`config.mk`:
```
export PLATFORM = sky130hd
export DESIGN_NAME = vga_cursor_gen_flat
export DESIGN_NICKNAME = d
export VERILOG_FILES = /design/src/rtl/vga_cursor_pkg.sv /design/src/rtl/vga_cursor_gen_if.sv /design/src/rtl/vga_cursor_blink.sv /design/src/rtl/vga_cursor_gen.sv /design/src/flat_wrapper.sv
export SDC_FILE = /design/constraint.sdc
export NUM_CORES = 1
export LEC_CHECK = 0
export CORE_MARGIN = 5
export CORE_UTILIZATION = 38
export DETAILED_ROUTE_END_ITERATION = 8
export PLACE_DENSITY = 0.7
export SLEW_MARGIN = 20
export SYNTH_ARGS = -nofsm -noshare
export SYNTH_HDL_FRONTEND = slang
export SYNTH_SLANG_ARGS = --single-unit
```
`constraint.sdc`:
```
create_clock -name i_clk -period 2.6 [get_ports i_clk]
set_input_delay 0.65 -clock i_clk [delete_from_list [all_inputs] [get_ports i_clk]]
set_output_delay 0.65 -clock i_clk [all_outputs]
set_load 0.02 [all_outputs]
```
`src/rtl/vga_cursor_pkg.sv`:
```
// Shared types and constants for the VGA text cursor generator.
// Mode encoding matches the legacy cursor control register.
package vga_cursor_pkg;

    typedef enum logic [1:0] {
        CUR_OFF        = 2'd0,
        CUR_STEADY     = 2'd1,
        CUR_BLINK_SLOW = 2'd2,
        CUR_BLINK_FAST = 2'd3
    } cur_mode_t;

endpackage

```
`src/rtl/vga_cursor_gen_if.sv`:
```
// Cursor generator bus: position/scan inputs and cursor outputs.
// The master drives the scan side, the slave is the generator.
interface vga_cursor_gen_if
    import vga_cursor_pkg::*;
#(
    parameter int ADDR_W = 11,
    parameter int ROW_W  = 4
);
    logic [ADDR_W-1:0] i_cur_pos_addr;
    logic [ADDR_W-1:0] i_out_addr_char;
    logic [ROW_W-1:0]  i_char_row;
    logic [ROW_W-1:0]  i_start_row;
    logic [ROW_W-1:0]  i_end_row;
    cur_mode_t         i_mode;
    logic              i_frame_start_h;
    logic              o_cursor_h;
    logic              o_blink_phase_h;

    modport master (
        output i_cur_pos_addr, i_out_addr_char, i_char_row,
        output i_start_row, i_end_row, i_mode, i_frame_start_h,
        input  o_cursor_h, o_blink_phase_h
    );

    modport slave (
        input  i_cur_pos_addr, i_out_addr_char, i_char_row,
        input  i_start_row, i_end_row, i_mode, i_frame_start_h,
        output o_cursor_h, o_blink_phase_h
    );
endinterface

```
`src/rtl/vga_cursor_blink.sv`:
```
// Blink engine: frame-counted phase with restart on cursor moves.
// Half-period follows the mode; an over-range counter wraps on next pulse.
module vga_cursor_blink
    import vga_cursor_pkg::*;
#(
    parameter int ADDR_W       = 11,
    parameter int BLINK_FRAMES = 16,
    parameter int CNT_W        = 5
) (
    input  logic              i_clk,
    input  logic              i_rst_h,
    input  cur_mode_t         i_mode,
    input  logic              i_frame_start_h,
    input  logic [ADDR_W-1:0] i_cur_pos_addr,
    output logic              o_phase_h
);
    localparam logic [CNT_W-1:0] SLOW_M1 = CNT_W'(BLINK_FRAMES - 1);
    localparam logic [CNT_W-1:0] FAST_M1 = CNT_W'(BLINK_FRAMES / 2 - 1);

    logic [CNT_W-1:0]  cnt_q, cnt_d;
    logic              phase_q, phase_d;
    logic [ADDR_W-1:0] prev_q, prev_d;
    logic [CNT_W-1:0]  last_cnt;
    logic              moved;
    logic              blinking;

    assign last_cnt = (i_mode == CUR_BLINK_FAST) ? FAST_M1 : SLOW_M1;
    assign moved    = (i_cur_pos_addr != prev_q);
    assign blinking = (i_mode == CUR_BLINK_SLOW) ||
                      (i_mode == CUR_BLINK_FAST);

    // Next counter/phase: move restart beats idle hold beats frame pulse.
    always_comb begin
        cnt_d   = cnt_q;
        phase_d = phase_q;
        prev_d  = i_cur_pos_addr;
        if (moved || !blinking) begin
            cnt_d   = '0;
            phase_d = 1'b1;
        end else if (i_frame_start_h) begin
            if (cnt_q >= last_cnt) begin
                cnt_d   = '0;
                phase_d = ~phase_q;
            end else begin
                cnt_d = cnt_q + 1'b1;
            end
        end
    end

    // Blink state registers with synchronous reset to visible phase.
    always_ff @(posedge i_clk) begin
        if (i_rst_h) begin
            cnt_q   <= '0;
            phase_q <= 1'b1;
            prev_q  <= '0;
        end else begin
            cnt_q   <= cnt_d;
            phase_q <= phase_d;
            prev_q  <= prev_d;
        end
    end

    assign o_phase_h = phase_q;
endmodule

```
`src/rtl/vga_cursor_gen.sv`:
```
// Cursor generator top: two-stage cell/scanline compare pipeline.
// Stage 2 gates the compare result with the mode-selected enable.
module vga_cursor_gen
    import vga_cursor_pkg::*;
#(
    parameter int ADDR_W       = 11,
    parameter int ROW_W        = 4,
    parameter int BLINK_FRAMES = 16,
    parameter int CNT_W        = 5
) (
    input  logic          i_clk,
    input  logic          i_rst_h,
    vga_cursor_gen_if.slave bus
);
    logic hit1_q, hit1_d;
    logic row1_q, row1_d;
    logic cur_q, cur_d;
    logic phase;
    logic en;

    vga_cursor_blink #(
        .ADDR_W       (ADDR_W),
        .BLINK_FRAMES (BLINK_FRAMES),
        .CNT_W        (CNT_W)
    ) u_blink (
        .i_clk           (i_clk),
        .i_rst_h         (i_rst_h),
        .i_mode          (bus.i_mode),
        .i_frame_start_h (bus.i_frame_start_h),
        .i_cur_pos_addr  (bus.i_cur_pos_addr),
        .o_phase_h       (phase)
    );

    // Stage 1 compare; an inverted range hides the cursor.
    always_comb begin
        hit1_d = (bus.i_cur_pos_addr == bus.i_out_addr_char);
        row1_d = (bus.i_start_row <= bus.i_char_row) &&
                 (bus.i_char_row <= bus.i_end_row);
    end

    // Stage 2 enable from the mode seen at this stage.
    always_comb begin
        en = 1'b0;
        unique case (bus.i_mode)
            CUR_OFF:        en = 1'b0;
            CUR_STEADY:     en = 1'b1;
            CUR_BLINK_SLOW: en = phase;
            CUR_BLINK_FAST: en = phase;
        endcase
        cur_d = hit1_q & row1_q & en;
    end

    // Pipeline registers cleared by synchronous reset.
    always_ff @(posedge i_clk) begin
        if (i_rst_h) begin
            hit1_q <= 1'b0;
            row1_q <= 1'b0;
            cur_q  <= 1'b0;
        end else begin
            hit1_q <= hit1_d;
            row1_q <= row1_d;
            cur_q  <= cur_d;
        end
    end

    assign bus.o_cursor_h      = cur_q;
    assign bus.o_blink_phase_h = phase;
endmodule

```
`src/flat_wrapper.sv`:
```
// flat-port wrapper written by rule: the top's interface ports become plain ports
module vga_cursor_gen_flat import vga_cursor_pkg::*;
#(
    parameter int ADDR_W       = 11,
    parameter int ROW_W        = 4,
    parameter int BLINK_FRAMES = 16,
    parameter int CNT_W        = 5
)
  (i_clk, i_rst_h, bus_i_cur_pos_addr, bus_i_out_addr_char, bus_i_char_row, bus_i_start_row, bus_i_end_row, bus_i_mode, bus_i_frame_start_h, bus_o_cursor_h, bus_o_blink_phase_h);
  vga_cursor_gen_if #(.ADDR_W(ADDR_W), .ROW_W(ROW_W)) bus_i ();
  input  logic i_clk;
  input  logic i_rst_h;
  input wire logic [$bits(bus_i.i_cur_pos_addr)-1:0] bus_i_cur_pos_addr;
  input wire logic [$bits(bus_i.i_out_addr_char)-1:0] bus_i_out_addr_char;
  input wire logic [$bits(bus_i.i_char_row)-1:0] bus_i_char_row;
  input wire logic [$bits(bus_i.i_start_row)-1:0] bus_i_start_row;
  input wire logic [$bits(bus_i.i_end_row)-1:0] bus_i_end_row;
  input wire logic [$bits(bus_i.i_mode)-1:0] bus_i_mode;
  input wire logic [$bits(bus_i.i_frame_start_h)-1:0] bus_i_frame_start_h;
  output wire logic [$bits(bus_i.o_cursor_h)-1:0] bus_o_cursor_h;
  output wire logic [$bits(bus_i.o_blink_phase_h)-1:0] bus_o_blink_phase_h;
  assign bus_i.i_cur_pos_addr = bus_i_cur_pos_addr;
  assign bus_i.i_out_addr_char = bus_i_out_addr_char;
  assign bus_i.i_char_row = bus_i_char_row;
  assign bus_i.i_start_row = bus_i_start_row;
  assign bus_i.i_end_row = bus_i_end_row;
  assign bus_i.i_mode = bus_i_mode;
  assign bus_i.i_frame_start_h = bus_i_frame_start_h;
  assign bus_o_cursor_h = bus_i.o_cursor_h;
  assign bus_o_blink_phase_h = bus_i.o_blink_phase_h;
  vga_cursor_gen #(.ADDR_W(ADDR_W), .ROW_W(ROW_W), .BLINK_FRAMES(BLINK_FRAMES), .CNT_W(CNT_W)) u_core (.i_clk(i_clk), .i_rst_h(i_rst_h), .bus(bus_i));
endmodule
```
======== Word-level counts from Yosys, hierarchy flattened ========
Index checks and enable logic that the tools add are counted.
cells by class
  $add $sub $neg .......................... 1
  $lt $le $gt $ge ......................... 3
  equal/unequal tests ..................... 5
  mux-type cells .......................... 3
  bitwise logic cells ..................... 3
  reductions and logical operators ........ 8
operator list
  kind                   count
  $eq A11 B11 Y1         1
  $ne A11 B11 Y1         1
  $le A4 B4 Y1           2
  $add A5 B1 Y5 const B  1
  $ge A5 B4 Y1           1
  $mux W5                1
  $eq A2 B2 Y1 const B   2
  $mux W4                1
  $reduce_or A2 Y1       2
  $pmux W1 S3            1
  $and A1 B1 Y1          2
  $eq A2 B1 Y1 const B   1
  $logic_not A2 Y1       1
  $logic_or A1 B1 Y1     2
  $reduce_and A2 Y1      1
  $logic_and A1 B1 Y1    1
  $logic_not A1 Y1       1
  $not A1 Y1             1
word-level totals
  bits in registers ....................... 20
  bits of input ports ..................... 39
  word-level logic and storage cells ...... 29

======== Logic depth before layout (Yosys ltp) ========
  word-level depth ........................ 5
  mapped depth ............................ 6

======== Cells and area by module ========
A second synthesis with hierarchy kept.
second synthesis, totals
  cell total of the unflattened synthesis .. 117
  area, all modules ....................... 1128.6 um^2
modules (own cells, without submodules)
  module            instances  cells each  area an instance (um^2)
  vga_cursor_blink  1          68          723.2
  vga_cursor_gen    1          49          405.4

======== Least setup slack after synthesis ========
No wires, ideal clock.
  kind .................................... input to register
  start point ............................. input bus_i_mode[0]
  end point ............................... register u_core.u_blink.cnt_q[0]
  library setup time ...................... 64 ps
  arrival ................................. 1883 ps
  required time ........................... 2536 ps
  path slack .............................. 653 ps
  cell stages on the path ................. 6
  buffers on the path ..................... 0
  cell sequence ........................... and2_2 > ha_1 > nand3_2 > o21ai_2 > or4_4 > nor2_1
on the way
  word-level cells in the longest chain between the ends .. 5
  elaborated cells on any way between the ends .. 9
  those cells by class .................... order compare: 1; eq/ne: 2; mux: 2; reduce/logical: 4
RTL lines
  item                                                                  line                    text
  start: declaration                                                    flat_wrapper.sv:18      input wire logic [$bits(bus_i.i_mode)-1:0] bus_i_mode;
  parallel branches: the longest is 5 deep, another holds $ge A5 B4 Y1  -
  end signal: assignment                                                vga_cursor_blink.sv:57  cnt_q <= cnt_d;
  end: declaration                                                      vga_cursor_blink.sv:20  logic [CNT_W-1:0] cnt_q, cnt_d;
Parallel ways; which one is timed is not known.
A chain may end at the register's enable or synchronous reset.

======== Worst setup path in the final report ========
  start point ............................. input bus_i_mode[1]
  end point ............................... register u_core.u_blink.cnt_q[3]
Same word-level chain as after synthesis.

==> results.py <==
metrics = {
    "status": {
        "status": "finished clean",
    },
    "critical_path": {
        "cp.required_ps": 2830,
        "crit_family": "simple AND/OR/NAND/NOR gates",
        "critical_path_buf_inv_count": 1,
        "critPathMaxStageDelay_ps": 560,
        "startpoint_type": "input pin",
        "cp_cell_sequence": "clkdlybuf4s50_1 > and2_2 > ha_1 > nand3_2 > o21ai_2 > or4_4 > nor2_1",
        "cp_slowest_cell": "or4_4",
        "regToRegSetupSlack_ps": 1020,
        "r2r-end": "u_core.u_blink.cnt_q[3]",
        "cp_max_fo": 4,
        "critical_path_class": "in -> reg",
        "reg2reg_depth": 5,
        "worstSetupEndpointType": "flip-flop",
        "r2r_start": "u_core.u_blink.cnt_q[0]",
        "crit_start": "bus_i_mode[1]",
        "arrival_ps": 2440,
    },
    "clock_tree": {
        "cts_tree": "yes",
        "clock-sinks": 20,
        "cts-root-buf": "clkbuf_4",
        "cts-buffers-inserted": 3,
        "post_cts_buffers": 0,
        "cts_hold_buf": 0,
        "clock_latency_ps": 290,
        "ctsLongestPathBuffers": 2,
        "clk_pin_slew_ps": 100,
        "cts_htree_levels": 1,
        "ctsResizeCount": 0,
    },
    "sta": {
        "timing.fmax_ghz": 0.4520,
        "worst_slew_pin_slew_ps": 330.8,
        "fin_crit_sh_pct": 85.09,
        "slew_viol_final": 0,
        "setup-violations-final": 0,
        "timing.hold.ws_ps": 444.2,
        "fin_tns_setup_ps": 0,
        "skew_ps": 1.625,
        "slew_headroom_pct": 77.87,
        "rsz0062_at_grt": "no",
        "period_minus_slack_ps": 2212,
        "hold_viol": 0,
    },
    "die": {
        "io_pins": 41,
        "rows": 20,
        "floorplan.initialDensity_pct": 38.53,
        "core_um2": 2978,
        "dieArea_um2": 4219,
        "fp.dieW_um": 64.95,
        "die_y_um": 64.95,
    },
    "final_layout": {
        "layout_commonest_cell": "clkdlybuf4s50_1",
        "num-nets-final": 213,
        "area_delta_synth_final_pct": 39.80,
        "n_antenna_cell": 0,
        "layout_common_cells": "clkdlybuf4s50_1, dfxtp_1, xnor2_1",
        "fillers": 288,
        "drive_above_1_share_pct": 7.407,
        "final_cells": 195,
    },
    "place": {
        "dpl.hpwl_um": 2009,
        "dp.cells": 192,
        "io_buffer_count": 40,
        "gp_congestion": 0.6760,
    },
    "synthesis": {
        "postSynthCellCount": 120,
        "ys_seq_elements": 20,
        "synthesis.area_um2": 1147,
        "synth.avg_cell_area_um2": 9.561,
        "syn_nets": 169,
        "synth-seq-area-share_pct": 34.90,
        "ys_types": 30,
        "ys.warnings.count": 0,
    },
    "routing": {
        "wirelength_met1_um": 1048,
        "drc_errors": 0,
        "num_vias": 954,
        "post_drt_wl_per_cell_um": 12.00,
        "totalWireLength_um": 2340,
        "firstDrtPassIters": 4,
        "vias_per_cell": 4.892,
        "wl_met2_um": 1174,
        "met3_length_um": 104,
        "ant_nets": 0,
        "drtIter0Drc": 20,
        "dr.max_layer_used": "met4",
    },
    "global_route": {
        "grt_pass1_vias": 1020,
        "grt_max_degree": 13,
        "grt.overflow.total": 0,
        "antenna_found_initial": 0,
        "grt_pass1_wl_um": 4064,
        "track_usage_pct": 12.10,
    },
    "min_path": {
        "hold_end": "u_core.bus.o_cursor_h",
        "holdPathStages": 2,
        "worstHoldStart": "u_core.row1_q",
        "hp-class": "reg -> reg",
    },
    "power": {
        "ir_drop_mv": 0.1522,
        "p_per_area_nw_per_um2": 379.3,
        "finalPower_uw": 608.4,
        "leakage_uw": 0.0006286,
    },
    "flow_run": {
        "cap_violations": 0,
    },
}
-- final cells by class --
| cell class | count | area [um2] | share of cell area [%] |
|---|---|---|---|
| Multi-Input combinational cell | 89 | 698.2 | 43.53 |
| Tap cell | 33 | 41.29 | 2.574 |
| Clock buffer | 3 | 22.52 | 1.404 |
| Inverter | 9 | 33.78 | 2.106 |
| Sequential cell | 20 | 400.4 | 24.96 |
| Timing Repair Buffer | 41 | 407.9 | 25.43 |
-- registers in the layout, indices dropped and copies added, names as in the netlist --
signal / count
u_core.u_blink.prev_q: 11
u_core.u_blink.cnt_q: 5
u_core.bus.o_cursor_h: 1
u_core.hit1_q: 1
u_core.row1_q: 1
u_core.u_blink.o_phase_h: 1
-- per-layer routing --
layer	GRT usage, %	vias to the layer above
met5	0	-
met4	4.749	0
met3	2.080	2
met2	21.71	23
met1	14.12	438
li1	-	491
-- cells in the mapped netlist --
cell type | n | area, um2
nand4_1 | 8 | 50.05
a21o_1 | 1 | 7.510
a21oi_2 | 1 | 8.760
nor2b_2 | 1 | 8.760
a21oi_1 | 2 | 10.01
xnor2_2 | 1 | 16.27
nand2_1 | 3 | 11.26
dfxtp_1 | 20 | 400.4
xor2_1 | 5 | 43.79
inv_1 | 9 | 33.78
and2_1 | 2 | 12.51
nor3_1 | 3 | 15.01
clkbuf_1 | 1 | 3.750
nand3_1 | 2 | 10.01
o21ai_0 | 1 | 5.000
xnor2_1 | 19 | 166.4
and2_2 | 1 | 7.510
nor2b_1 | 11 | 68.82
mux2i_1 | 3 | 30.03
buf_6 | 1 | 11.26
or4_4 | 1 | 11.26
ha_1 | 10 | 125.1
a221oi_1 | 1 | 8.760
nand3_2 | 1 | 10.01
nor2_1 | 6 | 22.52
o21ai_2 | 2 | 17.52
nor4bb_1 | 1 | 10.01
o21ai_1 | 1 | 5.000
or4_1 | 1 | 7.510
a211o_1 | 1 | 8.760
-- per-stage QoR --
step	setup slack, ps	instance area (um2)	utilization, %
after global placement	163.2	1582	53.11
after CTS	389.6	1604	53.87
after global routing	296.6	1604	53.87
after detailed placement	72.43	1582	53.11
final	387.8	1604	53.87
after floorplan	652.7	1147	-
-- where the power goes --
group | switching, uW | leakage [uW] | internal (uW) | total [uW]
sequential | 4.45 | 0.000164 | 317 | 321
clock | 84.4 | 0.0000138 | 53.8 | 138
combinational | 53.2 | 0.000450 | 95.5 | 149
total | 142 | 0.000629 | 466 | 608
-- worst max path at each step --
stage,endpoint,slack (ps),cells past startpoint
2_1_floorplan,u_core.u_blink.cnt_q[0],650,6
3_3_place_gp,u_core.u_blink.cnt_q[1],160,7
3_5_place_dp,u_core.u_blink.cnt_q[3],70,7
4_1_cts,u_core.u_blink.cnt_q[3],390,7
5_1_grt,u_core.u_blink.cnt_q[3],300,7
6_report,u_core.u_blink.cnt_q[3],390,7
-- cells by family after synthesis --
family                     synth area share, %
DFF                                      34.90
xor gates and xnor gates                 19.74
and+or+nand+nor                          21.37
adders and majority gates                10.91
AOI/OAI and AO/OA                        6.216
muxes                                    2.617
buffers and inverters                    4.252
-- worst min-delay path: stages (launching register included) --
cell	delay, ps
dfxtp_1	310
nand2_1	60
nor3_1	40
No activity file was read; power rests on OpenSTA's default activity.
